<file path="config.mk">
export PLATFORM = sky130hd
export DESIGN_NAME = chan_mux
export DESIGN_NICKNAME = d
export VERILOG_FILES = /design/src/rtl/chan_mux.sv
export SDC_FILE = /design/constraint.sdc
export NUM_CORES = 1
export LEC_CHECK = 0
export CAP_MARGIN = 10
export CELL_PAD_IN_SITES_DETAIL_PLACEMENT = 1
export CELL_PAD_IN_SITES_GLOBAL_PLACEMENT = 1
export CORE_MARGIN = 3
export CORE_UTILIZATION = 28
export DETAILED_ROUTE_END_ITERATION = 6
export GPL_TIMING_DRIVEN = 0
export PLACE_DENSITY_LB_ADDON = 0.1
export SLEW_MARGIN = 25
export SYNTH_ARGS = -nofsm -noshare
export SYNTH_HDL_FRONTEND = slang
export SYNTH_SLANG_ARGS = --single-unit
</file>
<file path="constraint.sdc">
create_clock -name clk -period 4.2 [get_ports clk]
set_input_delay 0.63 -clock clk [delete_from_list [all_inputs] [get_ports clk]]
set_output_delay 0.63 -clock clk [all_outputs]
set_load 0.05 [all_outputs]
</file>
<file path="src/rtl/chan_mux.sv">
// Registered N-channel multiplexer with valid/ready on every input and the output.
// Each word comes either from a fixed channel or from a round-robin search that starts at ptr_q.
module chan_mux #(
   parameter int WIDTH    = 8,
   parameter int CHANNELS = 4,
   parameter int SELW     = 2
) (
   input  logic                      clk,
   input  logic                      rst,
   input  logic                      mode,
   input  logic [SELW-1:0]           sel,
   input  logic [CHANNELS*WIDTH-1:0] in_data,
   input  logic [CHANNELS-1:0]       in_valid,
   output logic [CHANNELS-1:0]       in_ready,
   output logic [WIDTH-1:0]          out_data,
   output logic [SELW-1:0]           out_chan,
   output logic                      out_valid,
   input  logic                      out_ready
);

   typedef enum logic {EMPTY = 1'b0, FULL = 1'b1} state_t;

   state_t           state_q, state_d;
   logic [WIDTH-1:0] out_data_q, out_data_d;
   logic [SELW-1:0]  out_chan_q, out_chan_d;
   logic [SELW-1:0]  ptr_q, ptr_d;

   logic                grant_vld;
   logic [SELW-1:0]     grant_idx;
   logic [WIDTH-1:0]    grant_data;
   logic [CHANNELS-1:0] rot_valid;
   logic [SELW:0]       rr_sum;
   logic                load;
   logic                xfer;

   // Round-robin: rotate the valid vector so bit 0 is channel ptr_q.
   // The lowest set bit is then the first channel in search order.
   always_comb begin
      grant_vld = 1'b0;
      grant_idx = '0;
      rot_valid = CHANNELS'({in_valid, in_valid} >> ptr_q);
      rr_sum    = '0;
      if (!mode) begin
         for (int k = 0; k < CHANNELS; k++) begin
            if (sel == SELW'(k) && in_valid[k]) begin
               grant_vld = 1'b1;
               grant_idx = sel;
            end
         end
      end else begin
         for (int i = CHANNELS - 1; i >= 0; i--) begin
            if (rot_valid[i]) begin
               grant_vld = 1'b1;
               rr_sum    = {1'b0, ptr_q} + (SELW + 1)'(i);
            end
         end
         if (rr_sum >= (SELW + 1)'(CHANNELS)) begin
            rr_sum = rr_sum - (SELW + 1)'(CHANNELS);
         end
         grant_idx = rr_sum[SELW-1:0];
      end
   end

   always_comb begin
      grant_data = '0;
      for (int k = 0; k < CHANNELS; k++) begin
         if (grant_idx == SELW'(k)) begin
            grant_data = in_data[k*WIDTH +: WIDTH];
         end
      end
   end

   // Output process: handshake decode
   always_comb begin
      load      = (state_q == EMPTY) || out_ready;
      xfer      = !rst && load && grant_vld;
      out_valid = (state_q == FULL);
      in_ready  = '0;
      for (int k = 0; k < CHANNELS; k++) begin
         if (xfer && grant_idx == SELW'(k)) begin
            in_ready[k] = 1'b1;
         end
      end
   end

   // Next-state process: a drain with no new word empties the register
   always_comb begin
      state_d    = state_q;
      out_data_d = out_data_q;
      out_chan_d = out_chan_q;
      ptr_d      = ptr_q;
      if (xfer) begin
         state_d    = FULL;
         out_data_d = grant_data;
         out_chan_d = grant_idx;
         ptr_d      = (grant_idx == SELW'(CHANNELS - 1)) ? '0 : grant_idx + SELW'(1);
      end else if (state_q == FULL && out_ready) begin
         state_d = EMPTY;
      end
   end

   always_ff @(posedge clk) begin
      if (rst) begin
         state_q    <= EMPTY;
         out_data_q <= '0;
         out_chan_q <= '0;
         ptr_q      <= '0;
      end else begin
         state_q    <= state_d;
         out_data_q <= out_data_d;
         out_chan_q <= out_chan_d;
         ptr_q      <= ptr_d;
      end
   end

   assign out_data = out_data_q;
   assign out_chan = out_chan_q;

endmodule

</file>
==> impl_metrics.env <==
export IMPL_status="finished, final reports clean"
export IMPL_seq_area_frac_synth_pct=26.7
export IMPL_min_from="out_chan[1]"
export IMPL_syn_inst=115
export IMPL_placed_area_um2=1590
export IMPL_period_minus_slack_ps=4040
export IMPL_cts_setup_buffers=0
export IMPL_final_common_cell="clkdlybuf4s50_1"
export IMPL_multi_input_area_um2=636
export IMPL_netlist_area_leader_share_pct=26.7
export IMPL_tns_ps=0
export IMPL_io_pins=57
export IMPL_globalRouteOverflowTotal=0
export IMPL_chipHeight_um=65
export IMPL_yosysTopAreaCell="dfxtp_1"
export IMPL_port_buffers=56
export IMPL_hold_violations=0
export IMPL_reg2reg_depth=10
export IMPL_finalSetupViolCount=0
export IMPL_gp_congestion=0.799
export IMPL_grt_setup_unrepaired="no"
export IMPL_finalCritPeriodShare_pct=96.1
export IMPL_synth_cell_types=26
export IMPL_hpwl_um=2790
export IMPL_antenna_left=0
export IMPL_core_um2=3180
export IMPL_htreeDepth=1
export IMPL_seq_area_um2=260
export IMPL_synth_fp_nets=161
export IMPL_final_cell_mix="clkdlybuf4s50_1 (54), nand2_1 (14), mux2i_1 (13), inv_1 (13), dfxtp_1 (13)"
export IMPL_timing_reg2reg_setup_slack_ps=1640
export IMPL_avgViaCountPerCell=4.99
export IMPL_leakagePower_uw=0.000687
export IMPL_drt_wl_total_um=3520
export IMPL_preCtsSetupSlack_ps=-400
export IMPL_cp_end_kind="output pin"
export IMPL_slew_headroom_pct=49.6
export IMPL_dr_pass1_iters=4
export IMPL_drt_initial_drc_count=31
export IMPL_clk_latency_ps=280
export IMPL_track_usage_pct=16.7
export IMPL_drc_errors=0
export IMPL_worst_slack_ps=165
export IMPL_num_antenna_cells=0
export IMPL_ys_top_cells_by_area="dfxtp_1 (27%), mux2i_1 (13%), a221o_1 (7.2%)"
export IMPL_hold_depth=2
export IMPL_regToRegEndpoint="out_data[5]"
export IMPL_cts_buffer_depth=2
export IMPL_numCtsBuffers=3
export IMPL_drive_gt1_share_pct=7.43
export IMPL_rows=20
export IMPL_p_per_area_nw_per_um2=333
export IMPL_slew_viol_final=0
export IMPL_yosysWarnings=0
export IMPL_cts_root_buf="clkbuf_4"
export IMPL_syn_area_um2=975
export IMPL_ys_ff_latch=13
export IMPL_ir_worst_vdd_v=0.000180
export IMPL_worstMarginPinSlew_ps=756
export IMPL_instances_no_fill=219
export IMPL_crit_type="input pin to output pin"
export IMPL_dp_cells=215
export IMPL_whs_endpoint="out_chan[1]"
export IMPL_cp_data_arrival_time_ps=3410
export IMPL_grt_pass1_wl_um=5540
export IMPL_die_w_um=65
export IMPL_dr_total_vias=1092
export IMPL_r2r_start="ptr_q[1]"
export IMPL_crit_start="in_valid[2]"
export IMPL_hold_path_class="register to register"
export IMPL_wl_per_cell_um=16.1
export IMPL_grt_pass1_vias=1164
export IMPL_fillCellCount=389
export IMPL_clk_pin_slew_ps=90
export IMPL_ctsHoldBuffers=0
export IMPL_syn_to_final_growth_pct=66.9
export IMPL_antenna_found_initial=0
export IMPL_fin_area_um2=1630
export IMPL_crit_path_start_kind="input pin"
export IMPL_initial_utilization_pct=30.7
export IMPL_synth_avg_cell_area_um2=8.48
export IMPL_crit_fanout=10
export IMPL_cts_resized_gates=3
export IMPL_cts_tree="built"
export IMPL_fin_worst_skew_ps=3.28
export IMPL_cts_sinks=13
export IMPL_worstPathRequired_ps=3570
export IMPL_die_area_um2=4230
export IMPL_grt_max_degree=11
export IMPL_nets=222
export IMPL_maxCapViolCount=0
export IMPL_fmax_ghz=0.248
[cells in the mapped netlist, drive strengths merged]
library cell,n
o21ai,2
a22oi,8
inv,13
buf,2
nor4,1
o32a,1
mux4,1
dfxtp,13
a2111oi,1
a21o,1
nand2b,2
a221o,7
mux2i,13
ha,4
clkbuf,6
nor2b,2
and2,4
and2b,3
a311oi,1
o32ai,1
nor2,2
mux2,2
a21oi,11
nand2,14
[registers in the layout (all words and copies together), names as in the netlist]
register / count
out_chan: 2
ptr_q: 2
out_valid: 1
out_data: 8
[worst max path at each step]
| stage | endpoint |
|---|---|
| after floorplan | in_ready[3] |
| after global placement | in_ready[3] |
| after detailed placement | in_ready[3] |
| after CTS | in_ready[3] |
| after global routing | in_ready[2] |
| final | in_ready[3] |
[report_power, final]
group	total (uW)	switching [uW]	internal (uW)
logic	300	168	132
registers	160	13.5	146
clock network	82.3	45.6	36.8
[cell families after synthesis]
family,Yosys count,synth area share (%)
multiplexers,16,18.4
AO/OA/AOI/OAI,33,26.4
AND/OR/NAND/NOR,28,14.5
flip-flops,13,26.7
buffers and inverters,21,8.86
adder cells (fa/ha/maj),4,5.13
[worst max-delay path, stage by stage]
cell and delay, ps:
clkdlybuf4s50_1 590, nor2b_1 170, a311oi_1 60, o32a_1 400
inv_1 100, ha_1 140, buf_1 320, clkbuf_2 310
and2_1 160, dlygate4sd2_1 530
[metal layers]
metal  wire length (um)  vias to the layer above  track usage [%]
met1               1480                      517             20.6
met2               1780                       40             29.6
met3                241                        2             3.64
met5                  0                        -                0
met4                 18                        0             3.17
li1                   -                      533                -
[per-stage QoR]
step	hold WS (ps)	util [%]	total power, uW
CTS	471	51.0	546
finish	466	51.2	542
global placement	442	50.0	453
detailed placement	450	50.0	460
global route	492	51.2	576
floorplan	456	-	345
[layout make-up]
| cell class | count | share of cell area [%] |
|---|---|---|
| multi-input combinational | 81 | 39.1 |
| timing repair buffer | 56 | 34.4 |
| sequential | 13 | 16.0 |
| tap | 44 | 3.38 |
| inverter | 13 | 3.00 |
| buffer | 8 | 2.54 |
| clock buffer | 4 | 1.62 |
Power figures use the tool's default switching activity.
